<file path="src/rtl/core_pkg.sv">
// Shared encodings for the core scheduler, PC units, fetcher and LSU.
package core_pkg;

    localparam int unsigned PcWidth = 8;

    typedef enum logic [2:0] {
        StIdle    = 3'b000,
        StFetch   = 3'b001,
        StDecode  = 3'b010,
        StRequest = 3'b011,
        StWait    = 3'b100,
        StExecute = 3'b101,
        StUpdate  = 3'b110,
        StDone    = 3'b111
    } core_state_e;

    localparam logic [2:0] FetcherFetched = 3'b010;
    localparam logic [1:0] LsuRequesting  = 2'b01;
    localparam logic [1:0] LsuWaiting     = 2'b10;

endpackage

</file>
<file path="src/rtl/pc_converge.sv">
// Picks the committed PC from the lowest enabled lane and flags lanes that disagree.
module pc_converge
    import core_pkg::*;
#(
    parameter int unsigned Lanes = 4
) (
    input  logic [PcWidth*Lanes-1:0] next_pc_i,
    input  logic [Lanes-1:0]         lane_en_i,
    input  logic [PcWidth-1:0]       current_pc_i,
    output logic [PcWidth-1:0]       selected_pc_o,
    output logic                     mismatch_o
);

    always_comb begin
        // No enabled lanes: fall through to the sequential PC.
        selected_pc_o = current_pc_i + PcWidth'(1);
        for (int i = int'(Lanes) - 1; i >= 0; i--) begin
            if (lane_en_i[i]) begin
                selected_pc_o = next_pc_i[PcWidth*i +: PcWidth];
            end
        end

        mismatch_o = 1'b0;
        for (int i = 0; i < int'(Lanes); i++) begin
            if (lane_en_i[i] && (next_pc_i[PcWidth*i +: PcWidth] != selected_pc_o)) begin
                mismatch_o = 1'b1;
            end
        end
    end

endmodule

</file>
<file path="src/rtl/core_scheduler.sv">
// Per-core instruction sequencer: FETCH..UPDATE loop, LSU wait reduction, PC commit,
// sticky done/diverged flags.
module core_scheduler
    import core_pkg::*;
#(
    parameter int unsigned ThreadsPerBlock = 4
) (
    input  logic                               clk_i,
    input  logic                               reset_i,
    input  logic                               start_i,
    input  logic [$clog2(ThreadsPerBlock):0]   thread_count_i,
    input  logic                               decoded_mem_read_enable_i,
    input  logic                               decoded_mem_write_enable_i,
    input  logic                               decoded_ret_i,
    input  logic [2:0]                         fetcher_state_i,
    input  logic [2*ThreadsPerBlock-1:0]       lsu_state_i,
    input  logic [PcWidth*ThreadsPerBlock-1:0] next_pc_i,
    output logic [PcWidth-1:0]                 current_pc_o,
    output logic [2:0]                         core_state_o,
    output logic                               done_o,
    output logic                               diverged_o
);

    core_state_e                state_q, state_d;
    logic [PcWidth-1:0]         pc_q, pc_d;
    logic                       done_q, done_d;
    logic                       div_q, div_d;
    logic [ThreadsPerBlock-1:0] lane_en;
    logic                       lsu_busy;
    logic [PcWidth-1:0]         selected_pc;
    logic                       mismatch;
    logic                       unused_decoded;

    // Memory-op decode is informational; WAIT exit depends only on LSU state.
    assign unused_decoded = decoded_mem_read_enable_i ^ decoded_mem_write_enable_i;

    always_comb begin
        lane_en  = '0;
        lsu_busy = 1'b0;
        for (int i = 0; i < int'(ThreadsPerBlock); i++) begin
            lane_en[i] = (i < int'(thread_count_i));
            if (lane_en[i] && ((lsu_state_i[2*i +: 2] == LsuRequesting) ||
                               (lsu_state_i[2*i +: 2] == LsuWaiting))) begin
                lsu_busy = 1'b1;
            end
        end
    end

    pc_converge #(
        .Lanes(ThreadsPerBlock)
    ) u_pc_converge (
        .next_pc_i    (next_pc_i),
        .lane_en_i    (lane_en),
        .current_pc_i (pc_q),
        .selected_pc_o(selected_pc),
        .mismatch_o   (mismatch)
    );

    always_comb begin
        state_d = state_q;
        pc_d    = pc_q;
        done_d  = done_q;
        div_d   = div_q;
        unique case (state_q)
            StIdle:    if (start_i) state_d = StFetch;
            StFetch:   if (fetcher_state_i == FetcherFetched) state_d = StDecode;
            StDecode:  state_d = StRequest;
            StRequest: state_d = StWait;
            StWait:    if (!lsu_busy) state_d = StExecute;
            StExecute: state_d = StUpdate;
            StUpdate: begin
                if (decoded_ret_i) begin
                    state_d = StDone;
                    done_d  = 1'b1;
                end else begin
                    state_d = StFetch;
                    pc_d    = selected_pc;
                    div_d   = div_q | mismatch;
                end
            end
            StDone:    state_d = StDone;
            default:   state_d = StIdle;
        endcase
    end

    always_ff @(posedge clk_i) begin
        if (reset_i) begin
            state_q <= StIdle;
            pc_q    <= '0;
            done_q  <= 1'b0;
            div_q   <= 1'b0;
        end else begin
            state_q <= state_d;
            pc_q    <= pc_d;
            done_q  <= done_d;
            div_q   <= div_d;
        end
    end

    assign current_pc_o = pc_q;
    assign core_state_o = state_q;
    assign done_o       = done_q;
    assign diverged_o   = div_q;

endmodule

</file>
<file path="config.mk">
export PLATFORM = sky130hd
export DESIGN_NAME = core_scheduler
export DESIGN_NICKNAME = d
export VERILOG_FILES = /design/src/rtl/core_pkg.sv /design/src/rtl/pc_converge.sv /design/src/rtl/core_scheduler.sv
export SDC_FILE = /design/constraint.sdc
export NUM_CORES = 1
export LEC_CHECK = 0
export CAP_MARGIN = 15
export CORE_UTILIZATION = 41
export CTS_BUF_LIST = sky130_fd_sc_hd__clkbuf_16
export DETAILED_ROUTE_END_ITERATION = 7
export HOLD_SLACK_MARGIN = 0.1
export PLACE_DENSITY = 0.76
export SYNTH_ARGS = -nofsm -noshare
export SYNTH_HDL_FRONTEND = slang
export SYNTH_SLANG_ARGS = --single-unit
</file>
<file path="constraint.sdc">
create_clock -name clk_i -period 2.6 [get_ports clk_i]
set_input_delay 0.26 -clock clk_i [delete_from_list [all_inputs] [get_ports clk_i]]
set_output_delay 0.26 -clock clk_i [all_outputs]
set_load 0.01 [all_outputs]
</file>
After elaboration in Yosys (flattened, before gate mapping)
Index checks and enable logic that the tools add are counted.

Register bits: 13. Latch bits: 0. Bits in writable memories: 0. Bits in read-only memories: 0. Input port bits: 52. Output and inout bits: 13. Logic and storage cells: 67. Memories: 0.

$add $sub $neg: 1. Multipliers: 0. Div/mod/pow operators: 0. Magnitude comparators: 4. Eq/ne operators: 23. Shift-type cells: 0. Multiplexer cells: 17. Bitwise logic cells: 2. Reduce and logical (&&, ||, !) cells: 16.

Operator list (count): 8-bit 2-to-1 mux (4); 8-bit != test (4); 3-bit case mux with 8 select lines (1); 3-bit == test, second input constant (4); 3-bit 2-to-1 mux (4); 3-bit by 2-bit == test with 1-bit output, second input constant (3); 8-bit by 1-bit adder with 8-bit output, second input constant (1); 2-bit by 1-bit == test with 1-bit output, second input constant (4); 2-bit == test, second input constant (4); 1-bit logical AND (8); 1-bit 2-to-1 mux (8); 1-bit by 3-bit less-than comparator with 1-bit output, first input constant (2); 2-bit by 3-bit less-than comparator with 1-bit output, first input constant (2); 2-bit != test, second input constant (3); 1-bit logical OR (4); 2-bit AND reduction (2); 3-bit by 1-bit == test with 1-bit output, second input constant (1); 3-bit logical NOT (1); 3-bit AND reduction (1); 1-bit NOT (1); 1-bit bitwise OR (1).

Depth between registers and ports, before layout
Gate-level depths: netlist of run 1.

Depth after elaboration: 12. Depth in mapped cells: 9. Depth with buffers taken out: 8.

By module
From an unflattened synthesis of run 1, not the netlist that was laid out.

Cells, all modules: 216. Area, all modules: 1656.6 um^2.

By module, submodules not included: pc_converge (instances 1, cells each 154, area each 1046.0 um^2); core_scheduler (instances 1, cells each 62, area each 610.6 um^2).

Worst setup path after synthesis of run 1
OpenSTA, ideal clock, no wires.

Path kind: flip-flop to flip-flop. Start point: register pc_q[1] (netlist: current_pc_o[1]). End point: register div_q (netlist: diverged_o). Arrival time: 1857 ps. Required time: 2473 ps. Path slack: 615 ps. Stages on the path, launching flop included: 9. Buffers on the path: 0. Period minus slack after synthesis: 1985 ps. Path through: dfxtp_1 -> ha_1 -> nand3_1 -> xor2_1 -> a211o_1 -> o221ai_1 -> nor4_1 -> a41o_1 -> a31oi_1.

Word-level cells in the longest chain between the ends: 12. Elaborated cells on any way between the ends: 18.

Ends and longest elaborated chain: start, declared (RTL line core_scheduler.sv:25) `logic [PcWidth-1:0] pc_q, pc_d;`; start signal, assigned (RTL line core_scheduler.sv:94) `pc_q <= pc_d;`; 8-bit by 1-bit adder with 8-bit output * (RTL line pc_converge.sv:16) `selected_pc_o = current_pc_i + PcWidth'(1);`; 8-bit 2-to-1 mux * (4 in series) (RTL line pc_converge.sv:18) `if (lane_en_i[i]) begin`; 8-bit != test (RTL line pc_converge.sv:25) `if (lane_en_i[i] && (next_pc_i[PcWidth*i +: PcWidth] != selected_pc_o)) begin`; 1-bit logical AND (RTL line pc_converge.sv:25); 1-bit 2-to-1 mux (3 in series) (RTL line pc_converge.sv:25); 1-bit 2-to-1 mux * (RTL line pc_converge.sv:25); 1-bit bitwise OR * (RTL line core_scheduler.sv:78) `div_d = div_q | mismatch;`; end signal, assigned (RTL line core_scheduler.sv:96) `div_q <= div_d;`; end, declared (RTL line core_scheduler.sv:27) `logic div_q, div_d;`.

Every way passes the cells marked *; elsewhere a longest branch is shown, timed or not. A chain may end at the register's enable or synchronous reset.

Worst setup path after layout of run 1
Start point: input port thread_count_i[1]. End point: register div_q (netlist: diverged_o).

Word-level cells in the longest chain between the ends: 12. Elaborated cells on any way between the ends: 21.

Ends and longest elaborated chain: start, declared (RTL line core_scheduler.sv:11) `input logic [$clog2(ThreadsPerBlock):0] thread_count_i,`; 2-bit by 3-bit less-than comparator with 1-bit output (RTL line core_scheduler.sv:41) `lane_en[i] = (i < int'(thread_count_i));`; 8-bit 2-to-1 mux (4 in series) (RTL line pc_converge.sv:18); 8-bit != test (RTL line pc_converge.sv:25); 1-bit logical AND (RTL line pc_converge.sv:25); 1-bit 2-to-1 mux (3 in series) (RTL line pc_converge.sv:25); 1-bit 2-to-1 mux * (RTL line pc_converge.sv:25); 1-bit bitwise OR * (RTL line core_scheduler.sv:78).

Marks and branches as above.

==> reports/qor.txt, run 1 <==
post-synthesis instance total -> 189
port buffer count -> 62
switching power -> 191 uW
count of TritonRoute iterations in the first routing pass -> 4
required time of the critical path -> 2.72 ns
combinational fraction of design power -> 0.319
Mean Syn Cell Area -> 7.34 sq um
clock share of power -> 0.386
Rel. slew slack -> 0.704
die height -> 60.2 um
die span in x -> 60.2 um
final hold violations -> 0
maximum clock insertion buffer count -> 2
layout cell share with drive strength beyond 1 -> 0.0625
Post-route DRC -> 0
dpl ws -> 0.128 ns
die area -> 3620 sq um
drt total wl -> 4340 um
Hold Buf Count CTS -> 0
Initial DRC Count -> 111
CP Data Arrival Time -> 2.35 ns
main flop type after synthesis -> dfxtp_1
std cell rows -> 20
final critical-path required period -> 2.23 ns
global-route wire length before repair -> 7180 um
Largest delay share family, worst path -> compound AO/OA/AOI/OAI gates
RSZ-0062 raised after global routing -> no
final worst setup slack -> 0.368 ns
CTS tree -> done
ANT cells -> 0
worst slew pin tran -> 0.440 ns
CP startpoint kind -> primary input
Worst-path clk slew -> 0.04 ns
Starting Density -> 0.444
EDFF count, synth -> 0
#FFs+latches synth -> 13
grt ovf -> 0
min-delay worst type -> reg -> reg
setup TNS -> 0 ns
Crit Path Max Fanout -> 25
initial antenna violation count -> 0
via count -> 1,689
Net Count, Synth -> 242
average wire per standard cell -> 14.5 um
Critical path buffers and inverters -> 2
area grow syn2layout -> 56.7%
IO Count -> 65
Synth Area in Compound Gates -> 0.326
Final Core Density -> 0.695
TritonCTS buffer count -> 3
Core ar. -> 3130 sq um
CP peak stage delay -> 0.45 ns
multiplexer share of the synthesized area -> 0.0243
CTS root buf -> clkbuf_16
clock skew -> 0.00270 ns
Mapped Area -> 1390 sq um
CP Cell Sequence -> clkdlybuf4s50_1 -> or3_1 -> buf_12 -> nand2_1 -> o31ai_1 -> and2_1 -> a2111oi_1 -> a31o_1 -> a31oi_1
PwrDens -> 338 nW/um^2
crit path max-delay cell type -> a2111oi_1
largest net degree at the start of global routing -> 26
Synth Area in Adders -> 0.0162
Final nets -> 310
Synth Warn # -> 0
Antenna Nets Post-Route -> 0
Leak -> 0.000816 uW
number of global-route vias before repair -> 1,609
Max Cap Viol -> 0
Synth Area in XOR/XNOR -> 0.164
outcome -> complete, no violations
Seq pwr share -> 0.294
Setup Viol. Count Final -> 0
critical path class -> in -> reg
GRT Resource Usage Total -> 0.263
post-synthesis sequential area ratio -> 0.188
routed vias/inst -> 5.63
setup repair bufs after CTS -> 0
switch share -> 0.260
Internal Power -> 545 uW
Skew-Pair Late Insertion Delay -> 0.24 ns
H-tree levels -> 1
maximum clock rate -> 448 MHz
post-DP HPWL -> 3550 um
largest family of logic cells by synthesized area -> compound AO/OA/AOI/OAI gates
Tcrit/Tclk final -> 0.858
RePlAce Congestion -> 0.924
maximum vdd drop -> 0.393 mV
Max Slew Vio Count -> 0
# resized after CTS -> 0
Netlist cell types -> 53
clk sinks -> 13
ys async rst share -> 0
Synth Area in Simple Gates -> 0.217
Crit. End Element -> flop
==> state kept, by name (all words and copies together) (netlist names) <==
register and count:
done_o 1, diverged_o 1, current_pc_o 8, core_state_o 3
==> power groups by stage <==
| stage | Clock [uW] | Combinational, uW | Sequential, uW |
|---|---|---|---|
| CTS | 290 | 235 | 216 |
| floorplan | 0 | 110 | 216 |
| global placement | 0 | 232 | 221 |
| finish | 284 | 235 | 217 |
| detailed placement | 0 | 234 | 220 |
| global route | 300 | 257 | 218 |
==> through the flow <==
| step | power [uW] | instances | area [sq um] | hold WS [ns] |
|---|---|---|---|---|
| 6_report | 736 | 300 | 2170 | 0.477 |
| 5_1_grt | 775 | 300 | 2170 | 0.488 |
| 4_1_cts | 742 | 300 | 2170 | 0.477 |
| 3_5_place_dp | 454 | 296 | 2100 | 0.463 |
| 3_3_place_gp | 453 | 296 | 2100 | 0.466 |
| 2_1_floorplan | 326 | 189 | 1390 | 0.332 |
==> cell usage after synthesis (2+ instances only) <==
| library cell | instances | area (sq um) |
|---|---|---|
| clkbuf_1 | 3 | 11.3 |
| o22ai_1 | 4 | 25.0 |
| o31ai_1 | 2 | 15.0 |
| nor4_1 | 2 | 12.5 |
| nand2_1 | 14 | 52.6 |
| and3_1 | 4 | 25.0 |
| nor3_1 | 8 | 40.0 |
| a31oi_1 | 3 | 18.8 |
| o221ai_1 | 2 | 17.5 |
| o41ai_1 | 2 | 17.5 |
| a211oi_1 | 2 | 15.0 |
| xor2_1 | 15 | 131 |
| buf_6 | 2 | 22.5 |
| dfxtp_1 | 13 | 260 |
| o31a_1 | 2 | 17.5 |
| nand2b_1 | 2 | 12.5 |
| nor2_1 | 19 | 71.3 |
| a21oi_1 | 17 | 85.1 |
| or3_1 | 3 | 18.8 |
| a221oi_1 | 3 | 26.3 |
| o21ai_0 | 8 | 40.0 |
| o2bb2ai_1 | 2 | 17.5 |
| a311oi_1 | 2 | 17.5 |
| buf_2 | 2 | 10.0 |
| nand3_1 | 5 | 25.0 |
| inv_1 | 11 | 41.3 |
| xnor2_1 | 11 | 96.3 |
==> per-layer routing <==
metal  wire length [um]  GRT usage  share of wire  vias up
met5                  0          0              0        -
li1                   -          -              -      839
met2               2120      0.469           0.49       82
met1               1870      0.326           0.43      763
met3                328     0.0411          0.076        5
met4                 28     0.0631         0.0064        0
==> worst reg2reg max path: stages, from the launching register on <==
cell and delay [ns]:
dfxtp_1 0.44, ha_1 0.31, nand3_1 0.12, xor2_1 0.19, buf_4 0.16, a221oi_1 0.29
a22o_1 0.19, nand2_1 0.06, o31ai_1 0.21, a31oi_1 0.11
==> cell families (layout without fill, tap and decap cells) <==
| family | Yosys count | count (layout) |
|---|---|---|
| compound gates | 64 | 64 |
| simple gates | 63 | 63 |
| xor+xnor | 26 | 26 |
| buf+inv | 19 | 86 |
| flops | 13 | 13 |
| fa+ha+maj | 2 | 2 |
| mux | 2 | 2 |
==> layout by cell type (no fill, tap or decap), drive strengths merged, types with 3 or more instances in the layout <==
cell / count
and3: 4
nand3: 5
nand2: 14
o22ai: 4
buf: 9
xnor2: 11
inv: 12
clkbuf: 3
or3: 3
dfxtp: 13
a31oi: 3
nor2: 19
o21ai: 8
xor2: 15
a21oi: 17
a221oi: 4
clkdlybuf4s50: 62
nor3: 8
==> path summary, 6_finish.rpt <==
kind	end	depth (start not counted)	startpoint	slack (ns)
setup / recovery	diverged_o	9	thread_count_i[1]	0.37
hold / removal	done_o	2	done_o	0.48
setup reg to reg	diverged_o	9	current_pc_o[1]	0.39
hold reg to reg	done_o	2	done_o	0.48
==> layout make-up <==
| class | instances | area, sq um |
|---|---|---|
| multi-input combinational | 157 | 1040 |
| fill | 261 | 953 |
| timing repair buffer | 71 | 701 |
| sequential | 13 | 260 |
| clock buffer | 3 | 75.1 |
| tap | 44 | 55.1 |
| inverter | 11 | 41.3 |
| clock inverter | 1 | 3.75 |
No activity file was read; power rests on OpenSTA's default activity.
==> inputs of run 2 (changes only) <==
--- a/config.mk
+++ b/config.mk
@@ -10,7 +10,7 @@
 export CTS_BUF_LIST = sky130_fd_sc_hd__clkbuf_16
 export DETAILED_ROUTE_END_ITERATION = 7
 export HOLD_SLACK_MARGIN = 0.1
-export PLACE_DENSITY = 0.76
+export PLACE_DENSITY = 0.88
 export SYNTH_ARGS = -nofsm -noshare
 export SYNTH_HDL_FRONTEND = slang
 export SYNTH_SLANG_ARGS = --single-unit
==> run 2 against run 1 <==
Effect of this change: global-route usage decreased by 1.9 points; die area unchanged; setup slack got worse by 0.0018 ns; via count shrank 0.12%; utilization barely moved; wire length shrank 2.6%; sequential share of layout area about the same; critical path depth fell by 1; cell area hardly changed; flip-flop and latch count did not move; non-clock buffer count shrank 2; critical path type unchanged; largest cell class unchanged.
==> reports/qor.txt, run 2 (same netlist as run 1, synthesis figures left out) <==
outcome -> complete, no violations
CP Data Arrival Time -> 2.36 ns (about the same)
post-route non-filler standard cell count -> 298 (-0.67%)
Post-route DRC -> 0 (unchanged)
PwrDens -> 342 nW/um^2 (+0.98%)
average wire per standard cell -> 14.2 um (-2.0%)
Final nets -> 308 (-0.65%)
CP startpoint kind -> primary input
RePlAce Congestion -> 0.878 (-5.0%)
Placed Cells -> 294 (-0.68%)
layout cell share with drive strength beyond 1 -> 0.0591 (-0.00344)
Max Cap Viol -> 0 (unchanged)
CTS root buf -> clkbuf_16
final critical-path required period -> 2.23 ns (+0.00178 ns)
die height -> 60.2 um (unchanged)
Setup Viol. Count Final -> 0 (unchanged)
Antenna Nets Post-Route -> 0 (unchanged)
met2 WL post-DR -> 2040 um (-3.4%)
maximum vdd drop -> 0.272 mV (-31%)
number of global-route vias before repair -> 1,588 (-1.3%)
final hold violations -> 0 (unchanged)
most frequent cells in the layout -> clkdlybuf4s50_1, nor2_1, a21oi_1
setup TNS -> 0 ns (unchanged)
# resized after CTS -> 0 (unchanged)
CTS tree -> done
Hold Buf Count CTS -> 0 (unchanged)
setup repair bufs after CTS -> 0 (unchanged)
H-tree levels -> 1 (unchanged)
crit path max-delay cell type -> clkdlybuf4s50_1
via count -> 1,687 (-0.12%)
ANT cells -> 0 (unchanged)
std cell rows -> 20 (unchanged)
Core ar. -> 3130 sq um (unchanged)
worst slew pin tran -> 0.472 ns (+0.0315 ns)
required time of the critical path -> 2.72 ns (about the same)
clock skew -> 0.00258 ns (-0.000125 ns)
Starting Density -> 0.444 (unchanged)
drt total wl -> 4230 um (-2.6%)
maximum clock insertion buffer count -> 2 (unchanged)
Metal-1 WL -> 1800 um (-3.7%)
post-DP HPWL -> 3410 um (-3.7%)
max reg flops -> 8 (unchanged)
Worst-path clk slew -> 0.05 ns (about the same)
die span in x -> 60.2 um (unchanged)
final cell area excluding filler cells -> 2170 sq um (about the same)
Skew-Pair Late Insertion Delay -> 0.24 ns (about the same)
maximum clock rate -> 448 MHz (about the same)
Leak -> 0.000807 uW (-1.0%)
area post-placement -> 2090 sq um (-0.12%)
grt ovf -> 0 (unchanged)
area grow syn2layout -> 56.6% (about the same)
Tcrit/Tclk final -> 0.859 (about the same)
port buffer count -> 62 (unchanged)
Crit Path Max Fanout -> 25 (unchanged)
min-delay worst type -> reg -> reg
routed vias/inst -> 5.66 (+0.55%)
TritonCTS buffer count -> 3 (unchanged)
Max Used Layer -> met3
largest net degree at the start of global routing -> 26 (unchanged)
Rel. slew slack -> 0.685 (-0.0197)
Crit. End Element -> flop
clk sinks -> 13 (unchanged)
GRT Resource Usage Total -> 0.244 (-0.0192)
critical path class -> in -> reg
CP peak stage delay -> 0.44 ns (about the same)
RSZ-0062 raised after global routing -> no
Design Power -> 743 uW (+0.92%)
CP Cell Sequence -> clkdlybuf4s50_1 -> or3_1 -> buf_12 -> mux2i_4 -> a221oi_1 -> nand2_1 -> o31ai_1 -> a31oi_1
commonest non-fill, non-tap cell in the layout -> clkdlybuf4s50_1
WL met3 -> 384 um (+17%)
IO Count -> 65 (unchanged)
count of TritonRoute iterations in the first routing pass -> 4 (unchanged)
die area -> 3620 sq um (unchanged)
Initial DRC Count -> 98 (-12%)
global-route wire length before repair -> 6640 um (-7.5%)
initial antenna violation count -> 0 (unchanged)
Max Slew Vio Count -> 0 (unchanged)
run 2: changes by cell type in the layout (fill, tap and decap cells not counted):
cell      previous run  this run
inv_1               12        11
buf_4                8         5
clkinv_2             0         1
buf_12               1         2
run 2: metal layers:
metal | track usage | vias up
li1 | - | 835
met1 | 0.289 | 759
met2 | 0.435 | 93
met3 | 0.0671 | 0
met4 | 0.0465 | 0
met5 | 0 | -
run 2: path summary, 6_finish.rpt:
check | start | to | slack (ns) | depth (start not counted)
max | thread_count_i[1] | diverged_o | 0.37 | 8
min | done_o | done_o | 0.48 | 2
max reg2reg | current_pc_o[1] | diverged_o | 0.39 | 9
min reg2reg | done_o | done_o | 0.48 | 2
run 2: final cells by class:
type | count | area [sq um]
timing repair buffer | 69 | 698
sequential | 13 | 260
clock inverter | 1 | 5.00
multi-input combinational | 157 | 1040
fill | 261 | 955
tap | 44 | 55.1
clock buffer | 3 | 75.1
inverter | 11 | 41.3
run 2: report_power, final:
group / internal (uW) / leakage (uW) / total (uW) / switching, uW
registers: 205 / 0.000105 / 217 / 11.7
clock network: 205 / 0.0000409 / 292 / 87.5
logic: 137 / 0.000661 / 234 / 96.8
run 2: worst max-delay path, delay by kind of cell:
family          cells  cell delay, ns
simple gates        2            0.52
buf+inv             2            0.62
mux                 1            0.21
compound gates      3            0.73
run 2: stage by stage:
stage	setup WS, ns	util	hold WS [ns]
finish	0.366	0.695	0.481
global route	0.215	0.695	0.509
CTS	0.376	0.695	0.478
detailed placement	0.116	0.669	0.465
global placement	0.177	0.669	0.460
floorplan	0.615	-	0.332
